**config.mk**
```make
export PLATFORM = sky130hd
export DESIGN_NAME = choose_arbiter
export DESIGN_NICKNAME = d
export VERILOG_FILES = /design/src/rtl/choose_pkg.sv /design/src/rtl/choose.sv /design/src/rtl/choose_arbiter_rr_pick.sv /design/src/rtl/choose_arbiter.sv
export SDC_FILE = /design/constraint.sdc
export NUM_CORES = 1
export LEC_CHECK = 0
export CORE_MARGIN = 2
export CORE_UTILIZATION = 32
export CTS_CLUSTER_DIAMETER = 200
export DETAILED_ROUTE_END_ITERATION = 16
export PLACE_DENSITY = 0.86
export SYNTH_ARGS = -nofsm -noshare
export SYNTH_HDL_FRONTEND = slang
export SYNTH_SLANG_ARGS = --single-unit
export TNS_END_PERCENT = 5
```
**constraint.sdc**
```tcl
create_clock -name clk -period 3.75 [get_ports clk]
set_input_delay 0.375 -clock clk [delete_from_list [all_inputs] [get_ports clk]]
set_output_delay 0.375 -clock clk [all_outputs]
set_load 0.02 [all_outputs]
```
**src/rtl/choose_pkg.sv**
```systemverilog
// Shared constants and FSM state type for the choose arbiter slice.
package choose_pkg;

  localparam int unsigned WORD_W = 8;
  localparam int unsigned CNT_W  = 16;

  typedef enum logic {
    ST_EMPTY = 1'b0,
    ST_FULL  = 1'b1
  } arb_state_e;

endpackage

```
**src/rtl/choose.sv**
```systemverilog
// Bitwise choose datapath: each result bit takes b where a is 1, else c.
module choose #(
  parameter int unsigned WIDTH = 8
) (
  input  logic [WIDTH-1:0] a,
  input  logic [WIDTH-1:0] b,
  input  logic [WIDTH-1:0] c,
  output logic [WIDTH-1:0] chosen
);

  assign chosen = (a & b) | (~a & c);

endmodule

```
**src/rtl/choose_arbiter_rr_pick.sv**
```systemverilog
// Combinational round-robin picker: first valid requester at or above ptr, wrapping.
module rr_pick #(
  parameter int unsigned N_REQ = 4,
  parameter int unsigned IDX_W = 2
) (
  input  logic [N_REQ-1:0] valid,
  input  logic [IDX_W-1:0] ptr,
  output logic [N_REQ-1:0] grant,
  output logic [IDX_W-1:0] idx,
  output logic             found
);

  always_comb begin
    grant = '0;
    idx   = '0;
    found = 1'b0;
    for (int unsigned k = 0; k < N_REQ; k++) begin
      for (int unsigned j = 0; j < N_REQ; j++) begin
        // j is the requester sitting k slots above ptr, modulo N_REQ
        if (!found && valid[j] &&
            ((int'(unsigned'(ptr)) + k == j) || (int'(unsigned'(ptr)) + k == j + N_REQ))) begin
          found    = 1'b1;
          grant[j] = 1'b1;
          idx      = IDX_W'(j);
        end
      end
    end
  end

endmodule

```
**src/rtl/choose_arbiter.sv**
```systemverilog
// Round-robin arbiter sharing one choose datapath, single-entry result register.
// Optional per-requester saturating grant counters under CHOOSE_ARB_CNT_EN.
module choose_arbiter
  import choose_pkg::*;
#(
  parameter int unsigned N_REQ = 4,
  parameter int unsigned WIDTH = WORD_W,
  localparam int unsigned ID_W = $clog2(N_REQ)
) (
  input  logic                   clk,
  input  logic                   rst,
  input  logic [N_REQ-1:0]       req_valid,
  output logic [N_REQ-1:0]       req_ready,
  input  logic [N_REQ*WIDTH-1:0] req_a,
  input  logic [N_REQ*WIDTH-1:0] req_b,
  input  logic [N_REQ*WIDTH-1:0] req_c,
  output logic                   resp_valid,
  output logic [WIDTH-1:0]       resp_data,
  output logic [ID_W-1:0]        resp_id,
`ifdef CHOOSE_ARB_CNT_EN
  output logic [N_REQ*CNT_W-1:0] grant_cnt,
`endif
  input  logic                   resp_ready
);

  arb_state_e        state_q, state_d;
  logic              resp_valid_q, resp_valid_d;
  logic [WIDTH-1:0]  resp_data_q, resp_data_d;
  logic [ID_W-1:0]   resp_id_q, resp_id_d;
  logic [ID_W-1:0]   ptr_q, ptr_d;

  logic [N_REQ-1:0]  pick_grant;
  logic [ID_W-1:0]   pick_idx;
  logic              pick_found;
  logic              can_accept;
  logic              xfer;
  logic [WIDTH-1:0]  a_sel, b_sel, c_sel, chosen;

  rr_pick #(
    .N_REQ(N_REQ),
    .IDX_W(ID_W)
  ) u_pick (
    .valid(req_valid),
    .ptr  (ptr_q),
    .grant(pick_grant),
    .idx  (pick_idx),
    .found(pick_found)
  );

  always_comb begin
    a_sel = '0;
    b_sel = '0;
    c_sel = '0;
    for (int unsigned i = 0; i < N_REQ; i++) begin
      if (pick_idx == ID_W'(i)) begin
        a_sel = req_a[i*WIDTH +: WIDTH];
        b_sel = req_b[i*WIDTH +: WIDTH];
        c_sel = req_c[i*WIDTH +: WIDTH];
      end
    end
  end

  choose #(
    .WIDTH(WIDTH)
  ) u_choose (
    .a     (a_sel),
    .b     (b_sel),
    .c     (c_sel),
    .chosen(chosen)
  );

  always_comb begin
    can_accept   = (state_q == ST_EMPTY) || resp_ready;
    // Grant is suppressed during reset so a coincident transfer cannot happen.
    req_ready    = (can_accept && pick_found && !rst) ? pick_grant : '0;
    xfer         = |(req_valid & req_ready);
    state_d      = state_q;
    resp_valid_d = resp_valid_q;
    resp_data_d  = resp_data_q;
    resp_id_d    = resp_id_q;
    ptr_d        = ptr_q;
    if (xfer) begin
      state_d      = ST_FULL;
      resp_valid_d = 1'b1;
      resp_data_d  = chosen;
      resp_id_d    = pick_idx;
      ptr_d        = (pick_idx == ID_W'(N_REQ - 1)) ? '0 : pick_idx + ID_W'(1);
    end else if (resp_valid_q && resp_ready) begin
      state_d      = ST_EMPTY;
      resp_valid_d = 1'b0;
    end
  end

  always_ff @(posedge clk) begin
    if (rst) begin
      state_q      <= ST_EMPTY;
      resp_valid_q <= 1'b0;
      resp_data_q  <= '0;
      resp_id_q    <= '0;
      ptr_q        <= '0;
    end else begin
      state_q      <= state_d;
      resp_valid_q <= resp_valid_d;
      resp_data_q  <= resp_data_d;
      resp_id_q    <= resp_id_d;
      ptr_q        <= ptr_d;
    end
  end

  assign resp_valid = resp_valid_q;
  assign resp_data  = resp_data_q;
  assign resp_id    = resp_id_q;

`ifdef CHOOSE_ARB_CNT_EN
  logic [CNT_W-1:0] cnt_q [N_REQ];
  logic [CNT_W-1:0] cnt_d [N_REQ];

  always_comb begin
    for (int unsigned i = 0; i < N_REQ; i++) begin
      cnt_d[i] = cnt_q[i];
      if (xfer && req_ready[i] && (cnt_q[i] != '1)) begin
        cnt_d[i] = cnt_q[i] + CNT_W'(1);
      end
    end
  end

  always_ff @(posedge clk) begin
    for (int unsigned i = 0; i < N_REQ; i++) begin
      if (rst) begin
        cnt_q[i] <= '0;
      end else begin
        cnt_q[i] <= cnt_d[i];
      end
    end
  end

  always_comb begin
    grant_cnt = '0;
    for (int unsigned i = 0; i < N_REQ; i++) begin
      grant_cnt[i*CNT_W +: CNT_W] = cnt_q[i];
    end
  end
`endif

endmodule

```
* Word-level counts from Yosys, hierarchy flattened
Cells that the tools add are included.
Widths: inputs -> output; s select.
** Cells by class
- Add/sub/neg operators :: 4
- Multiply operators :: 0
- Divide/modulo/power cells :: 0
- Magnitude comparators :: 0
- Equality and inequality tests :: 27
- Shift operators :: 0
- Mux-type cells :: 62
- Bitwise logic cells :: 6
- Reduce and logical (&&, ||, !) cells :: 70
** Operators with widths (number)
- $eq 32x3->1 const B :: 12
- $eq 32x2->1 const B :: 6
- $logic_not 32->1 :: 4
- $eq 32x1->1 const B :: 3
- $mux 8 :: 12
- $logic_and 1x1->1 :: 34
- $mux 1 :: 34
- $mux 2 :: 15
- $and 8x8->8 :: 2
- $logic_not 1->1 :: 16
- $logic_or 1x1->1 :: 13
- $eq 2x2->1 const B :: 4
- $not 8->8 :: 1
- $or 8x8->8 :: 1
- $add 2x2->3 const B :: 2
- $and 4x4->4 :: 1
- $eq 2x1->1 const B :: 2
- $mux 4 :: 1
- $reduce_or 4->1 :: 1
- $add 2x1->3 const B :: 1
- $add 2x1->2 const B :: 1
- $logic_not 2->1 :: 1
- $reduce_bool 2->1 :: 1
- $not 1->1 :: 1
** Storage, ports and cells
- Register bits :: 13
- Bits in latches :: 0
- RAM bits :: 0
- ROM bits :: 0
- Bits of input ports :: 103
- Output and inout bits :: 15
- Logic and storage cells :: 173
- Memories :: 0

* Logic depth before layout (Yosys ltp)
- Depth in word-level cells :: 71
- Mapped depth :: 11
- Gate-level depth less buffers :: 9

* By module
From an unflattened synthesis, not the netlist that was laid out.
** Second synthesis, totals
- Cell total of the unflattened synthesis :: 208
- Area total of the unflattened synthesis :: 1695.4 um^2
** By module, submodules not included
- choose_arbiter :: times used 1, cells each 171, area each 1378.8 um^2, seq. area each 260.2 um^2
- rr_pick :: times used 1, cells each 29, area each 196.4 um^2, seq. area each 0.0 um^2
- choose :: times used 1, cells each 8, area each 120.1 um^2, seq. area each 0.0 um^2

* Worst setup path before layout
No wires, ideal clock.
- Path type :: register -> register
- Start point :: reg ptr_q[1]
- End point :: reg resp_data_q[4], in the netlist resp_data[4]
- Library setup time :: 0.078 ns
- Arrival time :: 2.227 ns
- Required time :: 3.672 ns
- Path slack :: 1.445 ns
- Stages on the path, launching flop included :: 11
- Path buffers :: 1
- Clock period less this slack :: 2.305 ns
- Path through :: dfxtp_1 -> nand2b_1 -> a21oi_1 -> or2_2 -> o21a_1 -> ha_1 -> or4b_1 -> buf_2 -> o22ai_1 -> a2111oi_2 -> nor3_1
** Between the ends
- Word-level cells in the longest chain between the ends :: 71
- Elaborated cells on any way between the ends :: 160
- Classes of those cells :: add/sub (3); eq/ne (27); mux (59); bitwise (5); reduce/logical (66)
** RTL lines
- start: declaration :: RTL line choose_arbiter.sv:30 : logic [ID_W-1:0] ptr_q, ptr_d;
- start signal: assignment :: RTL line choose_arbiter.sv:106 : ptr_q <= ptr_d;
- $logic_not 32->1 :: RTL line choose_arbiter_rr_pick.sv:21 : ((int'(unsigned'(ptr)) + k == j) || (int'(unsigned'(ptr)) + k == j + N_REQ))) begin
- $logic_and 1x1->1 :: RTL line choose_arbiter_rr_pick.sv:20 : if (!found && valid[j] &&
- $mux 1 :: RTL line choose_arbiter_rr_pick.sv:20
- $logic_not 1->1 :: RTL line choose_arbiter_rr_pick.sv:20
- $logic_and 1x1->1 (2 in series) :: RTL line choose_arbiter_rr_pick.sv:20
- $mux 1 :: RTL line choose_arbiter_rr_pick.sv:20
- $logic_not 1->1 :: RTL line choose_arbiter_rr_pick.sv:20
- $logic_and 1x1->1 (2 in series) :: RTL line choose_arbiter_rr_pick.sv:20
- (+49 left out)
- $logic_not 1->1 :: RTL line choose_arbiter_rr_pick.sv:20
- $logic_and 1x1->1 (2 in series) :: RTL line choose_arbiter_rr_pick.sv:20
- $mux 2 :: RTL line choose_arbiter_rr_pick.sv:20
- $logic_not 2->1 :: RTL line choose_arbiter.sv:55 : if (pick_idx == ID_W'(i)) begin
- $mux 8 (4 in series) :: RTL line choose_arbiter.sv:55
- $not 8->8 :: RTL line choose.sv:11 : assign chosen = (a & b) | (~a & c);
- $and 8x8->8 :: RTL line choose.sv:11
- $or 8x8->8 :: RTL line choose.sv:11
- end signal: assignment :: RTL line choose_arbiter.sv:104 : resp_data_q <= resp_data_d;
- end: declaration :: RTL line choose_arbiter.sv:28 : logic [WIDTH-1:0] resp_data_q, resp_data_d;
Several ways; a longest one is shown, not always the timed one.
A chain may end at the register's enable or synchronous reset.

* Worst setup path in the final report
- Start point :: in req_valid[0]
- End point :: reg resp_data_q[0], in the netlist resp_data[0]
** Between the ends
- Word-level cells in the longest chain between the ends :: 70
- Elaborated cells on any way between the ends :: 117
- Classes of those cells :: eq/ne (3); mux (59); bitwise (5); reduce/logical (50)
** RTL lines
- start: declaration :: RTL line choose_arbiter.sv:12 : input logic [N_REQ-1:0] req_valid,
- $logic_and 1x1->1 :: RTL line choose_arbiter_rr_pick.sv:20
- $mux 1 :: RTL line choose_arbiter_rr_pick.sv:20
- $logic_not 1->1 :: RTL line choose_arbiter_rr_pick.sv:20
- $logic_and 1x1->1 (2 in series) :: RTL line choose_arbiter_rr_pick.sv:20
- $mux 1 :: RTL line choose_arbiter_rr_pick.sv:20
- $logic_not 1->1 :: RTL line choose_arbiter_rr_pick.sv:20
- $logic_and 1x1->1 (2 in series) :: RTL line choose_arbiter_rr_pick.sv:20
- $mux 1 :: RTL line choose_arbiter_rr_pick.sv:20
- (+49 left out)
- $logic_and 1x1->1 (2 in series) :: RTL line choose_arbiter_rr_pick.sv:20
- $mux 2 * :: RTL line choose_arbiter_rr_pick.sv:20
- net pick_idx[0] :: RTL line choose_arbiter.sv:33 : logic [ID_W-1:0] pick_idx;
- $logic_not 2->1 :: RTL line choose_arbiter.sv:55
- $mux 8 (4 in series) :: RTL line choose_arbiter.sv:55
- $not 8->8 :: RTL line choose.sv:11
- $and 8x8->8 :: RTL line choose.sv:11
- $or 8x8->8 * :: RTL line choose.sv:11
Mark *: on every way through the listed nets, which the timed path passes. The rest lies on a longest branch.

==> impl_metrics.yaml <==
die:
  core.rowCount: 22
  io_pins: 118
  die_y_um: 65.2
  design.core.area_mm2: 0.00363
  initial_core_util_pct: 33.0
  fp.dieW_um: 65.2
  dieArea_mm2: 0.00426
cts:
  cts_post_setup_buffers_inserted: 0
  cts_tree: "built"
  cts_repair_resize_count: 0
  cts_max_level: 1
  hold_buffers: 0
  inserted_clock_buffers: 3
  clock-root-buffer: "clkbuf_8"
  clkSinkCount: 13
  cts.reportedPaths.clkPinSlew_ns: 0.05
  cts-root-to-sink-buffers: 2
  clkLatencyLatePin_ns: 0.24
critical_path:
  crit_fanout: 8
  cp-start-kind: "primary input"
  crit_required_ns: 3.91
  setup.worst_path.end_class: "flop"
  crit_arrival_ns: 3.19
  critPathKind: "primary input to flop"
global_routing:
  groute.usage.overall_pct: 21.2
  initial_antenna_violation_count: 0
  global_route_wire_length_before_repair_um: 7110
  global_route.overflow_total: 0
  first_global_vias: 1643
  grt_start_max_net_pins: 16
logic_synthesis:
  synthesis.yosys.warnings: 0
  async_set_or_reset_register_ratio_after_synthesis_pct: 0
  synth_enable_flop_cells: 0
  synth_sequential_area_ratio_pct: 21.7
  syn_area_mm2: 0.00120
  count_of_different_cell_masters_after_synthesis: 36
  syn-num-nets: 247
  post_synth_inst_count: 140
  yosys_most_used_dff: "dfxtp_1"
  yosys_register_bits: 13
  postSynthAreaPerCell_um2: 8.57
sta:
  timing.final.hold_violations: 0
  rsz0062_at_grt: "false"
  post-route-min-period_ns: 3.03
  final_count_of_negative_setup_slack_endpoints: 0
  final.period_utilization_pct: 80.8
  hold-worst-slack_ns: 0.491
  worst_slew_margin_rel_pct: 44.2
  worstMarginPinSlew_ns: 0.832
  setup_tns_after_final_layout_ns: 0
  timing.clock.skew_ns: 0.000964
  setup_ws_ns: 0.720
  clock.fmax_mhz: 330
  drv_slew: 0
routing:
  wl_per_cell_um: 14.3
  drt-vias-per-instance: 5.10
  wirelength_met1_um: 1580
  drcViolationCount: 0
  top_signal_layer_used: "met4"
  vias: 1551
  finalWirelength_um: 4340
  met3RoutedLength_um: 508
  final_antenna_net_count: 0
  met2WireLength_um: 2170
  drt_pass1_iterations: 4
  initialDrtViolationCount: 36
final_layout:
  share_of_layout_cells_above_drive_strength_1_pct: 8.98
  design.final.nets: 364
  post_layout_nonfiller_instances: 304
  antenna_fix_cells: 0
  syn2layout_area_growth_pct: 104
  mostFrequentLayoutCell: "clkdlybuf4s50_1"
  most-common-layout-cells: "clkdlybuf4s50_1, nor2_1, mux2i_1"
pwr:
  power_density_normalized_to_cell_area_mw_per_mm2: 245
  peakVddDrop_v: 0.000178
  power.leakage_nw: 0.952
place:
  buffer_ports.inserted: 117
  dp_hpwl_um: 3610
  dpl_cells: 300
  dp_worst_setup_slack_ns: 0.550
  globalplace.congestion: 0.848
min_path:
  holdCritPathClass: "flop to flop"
outcome:
  run_status: "complete, no violations"
flow_run:
  max-cap-violations: 0
==> state kept, by name (all words and copies together), names as in the netlist <==
signal      count
resp_data       8
ptr_q           2
resp_id         2
resp_valid      1
==> final timing paths <==
path | endpoint | slack [ns] | from | cells past startpoint
hold / removal | resp_data[6] | 0.49 | resp_data[6] | 2
setup / recovery | resp_data[0] | 0.72 | req_valid[0] | 9
setup reg to reg | resp_data[0] | 0.96 | ptr_q[1] | 9
hold reg to reg | resp_data[6] | 0.49 | resp_data[6] | 2
==> power breakdown <==
part | switching [mW] | total (mW) | internal, mW
Sequential | 0.0127 | 0.167 | 0.154
Combinational | 0.127 | 0.312 | 0.185
Clock | 0.0478 | 0.123 | 0.0749
==> Yosys cell counts, types with 2 or more instances <==
cell type	n	area [um^2]
buf_2	2	10.0
clkbuf_1	2	7.51
nor2b_1	2	12.5
mux2_2	8	90.1
o21ai_0	5	25.0
a2111oi_2	4	60.1
ha_1	4	50.1
nor3_1	10	50.1
a21oi_1	3	15.0
dfxtp_1	13	260
nor2_1	26	97.6
nand2b_1	2	12.5
o22ai_1	7	43.8
mux2i_1	24	240
inv_1	3	11.3
buf_6	2	22.5
a2111oi_0	4	35.0
==> critical path, stage by stage <==
cell	delay (ns)
clkdlybuf4s50_1	0.58
nor2_1	0.09
o221ai_1	0.31
o21ai_0	0.30
ha_1	0.30
or4b_1	0.73
o22ai_1	0.23
a2111oi_0	0.08
nor3_1	0.19
==> metal layers <==
layer  vias up  GRT usage (%)
met3         8           8.22
met2        89           39.9
met4         0           7.55
met1       697           20.7
li1        757              -
met5         -              0
==> cell families (layout without fill, tap and decap cells) <==
group,Yosys count,count (layout),synth area share [%]
adder cells (fa/ha/maj),4,4,4.17
multiplexers,32,32,27.5
AO/OA/AOI/OAI,32,32,21.4
AND/OR/NAND/NOR,49,49,20.6
buffers and inverters,10,126,4.59
flip-flops,13,13,21.7
==> through the flow <==
| step | power (mW) | utilization [%] | cell area [um^2] |
|---|---|---|---|
| finish | 0.601 | 67.5 | 2450 |
| global route | 0.641 | 67.5 | 2450 |
| CTS | 0.605 | 67.5 | 2450 |
| detailed placement | 0.480 | 66.3 | 2410 |
| global placement | 0.471 | 66.3 | 2410 |
| floorplan | 0.314 | - | 1200 |
==> area by class of cell <==
| type | instances | area [um^2] |
|---|---|---|
| Clock buffer | 4 | 45.0 |
| Fill cell | 320 | 1180 |
| Inverter | 3 | 11.3 |
| Multi-Input combinational cell | 117 | 890 |
| Sequential cell | 13 | 260 |
| Tap cell | 48 | 60.1 |
| Timing Repair Buffer | 119 | 1190 |
Note: power is estimated with default switching activity, not from simulation.
